## config.mk

```make
export PLATFORM = sky130hd
export DESIGN_NAME = memory_stage_lsu
export DESIGN_NICKNAME = d
export VERILOG_FILES = /design/src/rtl/memory_stage_lsu.sv
export SDC_FILE = /design/constraint.sdc
export NUM_CORES = 1
export LEC_CHECK = 0
export CORE_UTILIZATION = 38
export DETAILED_ROUTE_END_ITERATION = 6
export GPL_ROUTABILITY_DRIVEN = 0
export PLACE_DENSITY = 0.92
export SYNTH_ARGS = -nofsm -noshare
export SYNTH_HDL_FRONTEND = slang
export SYNTH_SLANG_ARGS = --single-unit
```

## constraint.sdc

```tcl
create_clock -name clk -period 5.2 [get_ports clk]
set_input_delay 0.52 -clock clk [delete_from_list [all_inputs] [get_ports clk]]
set_output_delay 0.52 -clock clk [all_outputs]
set_load 0.02 [all_outputs]
```

## src/rtl/memory_stage_lsu.sv

```systemverilog
// MEM stage / load-store unit: sub-word access, req/ack DMEM handshake.
// Optional MISALIGN_TRAP_EN: trap on unaligned access instead of aligning down.
module memory_stage_lsu #(
  parameter int DATA_W   = 32,
  parameter int ADDR_W   = 32,
  parameter int MAX_WAIT = 15
) (
  input  logic                clk,
  input  logic                reset_n,
  output logic                DMEM_req_o,
  output logic                DMEM_we_o,
  output logic [ADDR_W-1:0]   DMEM_addr_o,
  output logic [DATA_W-1:0]   DMEM_wdata_o,
  output logic [DATA_W/8-1:0] DMEM_be_o,
  input  logic [DATA_W-1:0]   DMEM_rdata_i,
  input  logic                DMEM_ack_i,
  input  logic [DATA_W-1:0]   PIP_alu_result_i,
  input  logic [DATA_W-1:0]   PIP_second_operand_i,
  input  logic [4:0]          PIP_rd_i,
  input  logic [2:0]          PIP_funct3_i,
  input  logic                PIP_read_mem_i,
  input  logic                PIP_write_mem_i,
  input  logic                PIP_use_mem_i,
  input  logic                PIP_write_reg_i,
  input  logic                PIP_TRAP_i,
  output logic                stall_o,
  output logic                PIP_use_mem_o,
  output logic                PIP_write_reg_o,
  output logic [4:0]          PIP_rd_o,
  output logic [DATA_W-1:0]   PIP_alu_result_o,
  output logic [DATA_W-1:0]   PIP_load_data_o,
  output logic                PIP_TRAP_o
);

  localparam int NB = DATA_W / 8;
  localparam int LB = $clog2(NB);
  localparam int CW = $clog2(MAX_WAIT + 1);

  typedef enum logic {S_IDLE, S_WAIT} state_e;

  state_e          state_q, state_d;
  logic [CW-1:0]   cnt_q, cnt_d;

  logic            use_mem_q, write_reg_q, trap_q;
  logic [4:0]      rd_q;
  logic [DATA_W-1:0] alu_q, ldata_q;

  logic [1:0]        size;
  logic              uns, mem, legal, mis, ill, op;
  logic              timeout, trap_any;
  logic [DATA_W-1:0] amask, eff_addr;
  logic [LB-1:0]     lane;
  logic [DATA_W-1:0] sh, lmask, ext;
  logic              sbit;
  logic [7:0]        m8;

  assign size = PIP_funct3_i[1:0];
  assign uns  = PIP_funct3_i[2];
  assign mem  = PIP_read_mem_i | PIP_write_mem_i;

  // Size-dependent constants: alignment mask, byte mask, load field mask
  always_comb begin
    amask = '0;
    m8    = 8'h00;
    lmask = '1;
    sbit  = 1'b0;
    unique case (size)
      2'd0: begin
        amask = DATA_W'(0); m8 = 8'h01;
        lmask = DATA_W'(64'hFF); sbit = sh[7];
      end
      2'd1: begin
        amask = DATA_W'(1); m8 = 8'h03;
        lmask = DATA_W'(64'hFFFF); sbit = sh[15];
      end
      2'd2: begin
        amask = DATA_W'(3); m8 = 8'h0F;
        lmask = DATA_W'(64'hFFFF_FFFF); sbit = sh[31];
      end
      default: begin
        amask = DATA_W'(7); m8 = 8'hFF;
        lmask = '1; sbit = 1'b0;
      end
    endcase
  end

  // Legal access sizes; doubleword forms exist only on 64-bit datapaths
  always_comb begin
    legal = 1'b0;
    unique case (PIP_funct3_i)
      3'b000, 3'b001, 3'b010,
      3'b100, 3'b101: legal = 1'b1;
      3'b011, 3'b110: legal = (DATA_W == 64);
      default:        legal = 1'b0;
    endcase
  end

`ifdef MISALIGN_TRAP_EN
  assign mis = mem & ~PIP_TRAP_i & legal
             & (|(PIP_alu_result_i & amask));
  assign eff_addr = PIP_alu_result_i;
`else
  assign mis = 1'b0;
  assign eff_addr = PIP_alu_result_i & ~amask;
`endif

  assign ill  = mem & ~PIP_TRAP_i & ~legal;
  assign op   = mem & ~PIP_TRAP_i & legal & ~mis;
  assign lane = eff_addr[LB-1:0];

  assign timeout = (state_q == S_WAIT)
                 & (cnt_q == CW'(MAX_WAIT - 1))
                 & ~DMEM_ack_i;
  assign trap_any = PIP_TRAP_i | ill | mis | timeout;

  assign DMEM_req_o  = op & reset_n;
  assign stall_o     = op & ~DMEM_ack_i & ~timeout & reset_n;
  assign DMEM_we_o   = PIP_write_mem_i;
  assign DMEM_addr_o = ADDR_W'(eff_addr);
  assign DMEM_be_o   = NB'(m8) << lane;

  // Store data replicated across every lane of the bus
  always_comb begin
    DMEM_wdata_o = PIP_second_operand_i;
    unique case (size)
      2'd0: DMEM_wdata_o = {NB{PIP_second_operand_i[7:0]}};
      2'd1: DMEM_wdata_o = {(NB/2){PIP_second_operand_i[15:0]}};
      2'd2: DMEM_wdata_o = {(DATA_W/32){PIP_second_operand_i[31:0]}};
      default: DMEM_wdata_o = PIP_second_operand_i;
    endcase
  end

  // Lane steering and sign/zero extension of load data
  always_comb begin
    sh  = DMEM_rdata_i >> {lane, 3'b000};
    ext = (sh & lmask) | ((sbit & ~uns) ? ~lmask : '0);
  end

  // Wait-state FSM next state and counter
  always_comb begin
    state_d = state_q;
    cnt_d   = '0;
    unique case (state_q)
      S_IDLE: if (op & ~DMEM_ack_i) state_d = S_WAIT;
      S_WAIT: begin
        if (DMEM_ack_i | timeout) state_d = S_IDLE;
        else                      cnt_d   = cnt_q + CW'(1);
      end
      default: state_d = S_IDLE;
    endcase
  end

  // FSM state register
  always_ff @(posedge clk) begin
    if (!reset_n) begin
      state_q <= S_IDLE;
      cnt_q   <= '0;
    end else begin
      state_q <= state_d;
      cnt_q   <= cnt_d;
    end
  end

  // MEM/WB pipeline register: bubble on stall, trap squashes write
  always_ff @(posedge clk) begin
    if (!reset_n) begin
      use_mem_q   <= 1'b0;
      write_reg_q <= 1'b0;
      rd_q        <= '0;
      alu_q       <= '0;
      ldata_q     <= '0;
      trap_q      <= 1'b0;
    end else if (stall_o) begin
      use_mem_q   <= 1'b0;
      write_reg_q <= 1'b0;
      rd_q        <= '0;
      trap_q      <= 1'b0;
    end else begin
      use_mem_q   <= PIP_use_mem_i;
      write_reg_q <= PIP_write_reg_i & ~trap_any;
      rd_q        <= PIP_rd_i;
      alu_q       <= PIP_alu_result_i;
      ldata_q     <= ext;
      trap_q      <= trap_any;
    end
  end

  assign PIP_use_mem_o    = use_mem_q;
  assign PIP_write_reg_o  = write_reg_q;
  assign PIP_rd_o         = rd_q;
  assign PIP_alu_result_o = alu_q;
  assign PIP_load_data_o  = ldata_q;
  assign PIP_TRAP_o       = trap_q;

endmodule

```

# == Yosys cells after proc, flatten, opt, wreduce, memory -nomap -nowiden ==
# Cells that the tools add are included.
# word_totals
reg_bits,77
inputBits,112
output_inout_bits,143
word_cells,61
# classes
addsub,1
n_eq_ne,7
n_shift,2
muxes,10
n_bitwise,28
reduce_logical,5
# op_table
op,count
32-bit one-hot mux with 2 select lines,2
32-bit AND,2
32-bit inverter,2
32-bit 2-to-1 mux,1
32-bit OR,1
32-bit by 5-bit >> shifter with 32-bit output,1
4-bit one-hot mux with 3 select lines,1
1-bit AND,11
3-bit one-hot mux with 3 select lines,1
1-bit inverter,8
"3-bit == test, second input constant",2
5-bit OR reduction,1
"4-bit by 1-bit adder with 4-bit output, second input constant",1
"4-bit == test, second input constant",1
1-bit OR,4
4-bit by 2-bit left shift with 4-bit output,1
"3-bit by 1-bit == test with 1-bit output, second input constant",1
"3-bit by 2-bit == test with 1-bit output, second input constant",1
3-bit logical NOT,1
1-bit 2-to-1 mux,3
1-bit one-hot mux with 3 select lines,1
3-bit OR reduction,1
"2-bit by 1-bit == test with 1-bit output, second input constant",1
"2-bit == test, second input constant",1
3 further kinds,3

# == Longest topological paths before layout ==
# logic_depth
depth_word,9
ltp_mapped,8

# == Least setup slack after synthesis ==
# Ideal clock, no wire load.
# synth_timing
path_kind,input-to-output
from,in PIP_funct3_i[1]
to,out DMEM_wdata_o[17]
arrival_time_ps,1648
slack_ps,3032
stages,4
path_cell_list,buf_6 > clkbuf_1 > buf_1 > mux2_2
# synth_via
elab_chain_cells,2
elab_cells_between_ends,3
# synth_lines
element,line,text
from (decl),20,"input logic [2:0] PIP_funct3_i,"
2-bit by 1-bit == test with 1-bit output or 2-bit logical NOT (tied branches),125,unique case (size)
32-bit one-hot mux with 2 select lines *,125,
to (decl),13,"output logic [DATA_W-1:0] DMEM_wdata_o,"
# Every way passes the cells marked *; elsewhere a longest branch is shown, timed or not.

# == Final worst setup path ==
# layout_timing
from,reg cnt_q[0]
to,out stall_o
# layout_via
elab_chain_cells,6
# layout_lines
element,line,text
from (decl),42,"logic [CW-1:0] cnt_q, cnt_d;"
from (signal assigned),160,cnt_q <= cnt_d;
4-bit == test,112,& (cnt_q == CW'(MAX_WAIT - 1))
1-bit AND,112,
1-bit AND,113,& ~DMEM_ack_i;
1-bit inverter,117,assign stall_o = op & ~DMEM_ack_i & ~timeout & reset_n;
1-bit AND (2 in series),117,
to (decl),26,"output logic stall_o,"
# Every way passes these cells.

==> out/summary.md <==
The run finished with clean final reports. For the remaining design rule violation count, the log shows 0. The area growth from synthesis to layout is 69.3%. Yosys mapped a number of flops with a built-in enable equal to 0. The clock skew came out at 0.00884 ns. The worst setup path is launched from a flop. Post-CTS timing repair inserted 0 buffers for setup. For the worst flop-to-flop path, the logic depth is 8. The worst supply voltage drop on vdd is 152 µV.

In the synthesized netlist the async set-or-reset flop fraction comes to 0%. In the global route stage, met2 resource usage came out at 46.9%. In this run the remaining antenna-violating nets after routing total 0.

Setup repair after global routing left no endpoint under its margin. After synthesis the cells add up to 3720 µm². The total count of hold-check failures in the final report is 0, and the number of port buffers is 254.

The kind of cell with the highest combined delay along the critical path is buffers and inverters. The most frequently used flop master after synthesis is dfxtp_1. Static leakage: 2.42 nW. The clock latency on the worst-skew pair was 0.34 ns; the largest stage delay on the critical path was 0.61 ns. The number of global-route vias before repair was 3930; the post-route minimum period was 3.23 ns. The flip-flop and latch count after synthesis is 77, and the die span in x is 101 µm. Counting the buffers created by CTS gives 9. The transition time at the pin with the least slew margin is 1.15 ns, and the power share of the sequential group is 37.8%. The clock tree synthesis step divided the H-tree into 3 levels.

The number of detailed-route iterations in the first pass is 4. The library cells used most frequently in the layout, excluding fill and tap cells, are 253 x clkdlybuf4s50_1, 77 x dfxtp_1, 37 x a22o_1. Distinct cell type count of the synthesized netlist: 57. For the standard-cell row count, the log shows 35. Type of the setup path with the least slack: reg -> out.

Measured along the y axis, the die boundary spans 101 µm. Summing all placed instances gives a cell area of 6040 µm². A synthesized cell averages 9.89 µm².

The tools report the required time of the critical path as 4.68 ns. Number of DRC violations after detailed-routing iteration 0: 169. The number of buffers and inverters on the critical path is 3. Summing all non-filler instances in the final layout gives an area of 6300 µm². The logs give 3819 for the routed via count and 0 for the overall overflow remaining after global route.

Counting every net in the synthesized netlist gives 490. The worst setup path is captured at an output port. Final-report max-slew violation count: 0. In the final routed layout, each cell accounts on average for 18.9 µm.

Internal power comes to 0.00125 W. The highest fanout seen on the critical path was 5; the number of buffers on the longest clock path was 2. The startpoint identified for the worst register-to-register timing path is cnt_q[0]. Global routing used 6.24% of the available met3 tracks. Quantity of gates resized following cts: 0. The share of the Yosys chip area taken by registers is 41.4%. The switching portion of total power came out at 27.4%. The run gives 0 as the number of antenna violations at the first check in global routing. Entering global routing, the biggest net connects 56 pins. For the overall routing resource usage, the log shows 25.7%. The clock net in this run drives a total of 77 sinks. For the floorplan die area, the log shows 10200 µm². Overall power consumption after layout is estimated at 0.00173 W. Timing would allow up to 310 MHz. For the sum of negative setup slack, the log shows 0 ns. Max capacitance violation total: 0. Commonest non-fill, non-tap cell in the layout: clkdlybuf4s50_1.

The tools report the number of warnings issued by yosys as 0. The minimum setup slack after placement is 1.97 ns. The most used routing layer in global routing is met2.

The area of the core region is 9370 µm², and the count of antenna diodes in the layout is 0. Dividing total power by cell area gives a power density of 274 nW/µm². The reg-to-reg critical path endpoint was PIP_load_data_o[16]. Once the floorplan was initialized, standard cells occupied 39.7% of the core.

255 I/O pins were placed. The number of nets in the layout came out at 693. Setup violations remaining at the end of the flow were counted as 0. The final layout contains routed wiring with a total length of 13500 µm. The run gives 376 as the count of mapped cells out of synthesis. The final critical-path share of the clock period was 62.1%.

The cell with the largest stage delay on the worst path was clkdlybuf4s50_1. Clock-pin slew was measured on the worst setup and hold paths at 0.08 ns. The worst hold path begins at PIP_load_data_o[0]. The path with the worst hold slack has its endpoint at PIP_load_data_o[0]. The part of the total power dissipated in the clock network was 34.2%; the ratio of cells with drive above 1 in the final layout was 9.08%. The critical path goes through inv_1 -> ha_1 -> a41oi_1 -> nand4_1 -> inv_2 -> clkdlybuf4s50_1. The logs give 0.000473 W for the net switching power and 0.466 ns for the hold slack. In this run, post-CTS hold repair placed 0 buffers. The run gives 20300 µm as the global-route wire length before repair.

The worst min-delay path category was reg -> reg. The via count normalized by instance count was 5.36; the critical path arrival was 2.71 ns. The logs give 23.3% for the relative slew slack and 9960 µm for the half-perimeter wire length after placement. The clock root buffer was clkbuf_8.

Once routing completed, OpenROAD measured the worst setup slack at 1.97 ns. For flop-to-flop paths, the worst setup slack is 2.54 ns. Global routing consumed, on the met1 layer, 28.9% of the routing resources.

TritonCTS built the clock tree. The worst hold path was traced through 2 stages. Of the total power, combinational logic draws 28.0%.
cell usage after synthesis (7+ instances only):
master	number	share of area, %
mux2_2	16	4.8
dfxtp_1	77	41
a21oi_1	19	2.6
a22o_1	37	8.7
nand2_1	26	2.6
buf_4	42	8.5
and2_1	7	1.2
mux2i_1	10	2.7
nor2_1	12	1.2
buf_2	11	1.5
o21ai_0	23	3.1
a32oi_1	8	1.9
mux4_2	7	4.2
clkbuf_1	12	1.2
worst max path at each step:
stage | startpoint | endpoint | slack, ns | cells past startpoint
2_1_floorplan | PIP_funct3_i[1] | DMEM_wdata_o[17] | 3.03 | 4
3_3_place_gp | PIP_funct3_i[0] | DMEM_addr_o[0] | 2.06 | 5
3_5_place_dp | reset_n | PIP_alu_result_o[23] | 1.97 | 5
4_1_cts | cnt_q[0] | stall_o | 2.02 | 6
5_1_grt | cnt_q[0] | stall_o | 1.82 | 6
6_report | cnt_q[0] | stall_o | 1.97 | 6
routing by layer:
metal	vias to the layer above	routed length, µm
met1	1801	5250
met4	0	221
met5	-	0
li1	1779	-
met2	223	6820
met3	16	1180
state kept, by name, summed over array words and instances (netlist names):
register          flops
PIP_load_data_o      32
PIP_use_mem_o         1
PIP_TRAP_o            1
PIP_write_reg_o       1
PIP_rd_o              5
state_q               1
cnt_q                 4
PIP_alu_result_o     32
final cells by class:
class	count	area, µm²
fill	746	3080
tap	129	161
sequential	77	1540
clock buffer	12	135
multi-input combinational	226	1740
inverter	6	22.5
timing repair buffer	259	2570
clock inverter	4	120
worst reg2reg max path, delay by kind of cell (launching register included):
| family | cells | cell delay (ns) |
|---|---|---|
| buffers and inverters | 3 | 0.75 |
| AND/OR/NAND/NOR | 1 | 0.38 |
| flip-flops | 1 | 0.38 |
| AO/OA/AOI/OAI | 3 | 0.86 |
| adder cells (fa/ha/maj) | 1 | 0.24 |
power by group through the flow:
stage | sequential [W] | clock [W] | combinational, W
finish | 0.000652 | 0.000591 | 0.000483
global route | 0.000656 | 0.000624 | 0.000509
CTS | 0.000652 | 0.000597 | 0.000485
detailed placement | 0.000665 | 0 | 0.000482
global placement | 0.000664 | 0 | 0.000475
floorplan | 0.000711 | 0 | 0.000184
through the flow:
stage / util (%) / std cells
after floorplan: - / 376
after global placement: 64.5 / 697
after detailed placement: 64.5 / 697
after CTS: 67.2 / 713
after global routing: 67.2 / 713
final: 67.2 / 713
logic make-up (layout without fill, tap and decap cells):
family / after synthesis / in the layout / synth area share, %
adder cells (fa/ha/maj): 2 / 2 / 0.673
XOR/XNOR: 2 / 2 / 0.471
AND/OR/NAND/NOR: 69 / 69 / 9.15
multiplexers: 33 / 33 / 11.8
flip-flops: 77 / 77 / 41.4
buffers and inverters: 73 / 281 / 12.2
AO/OA/AOI/OAI: 120 / 120 / 24.3
Power figures use the tool's default switching activity.
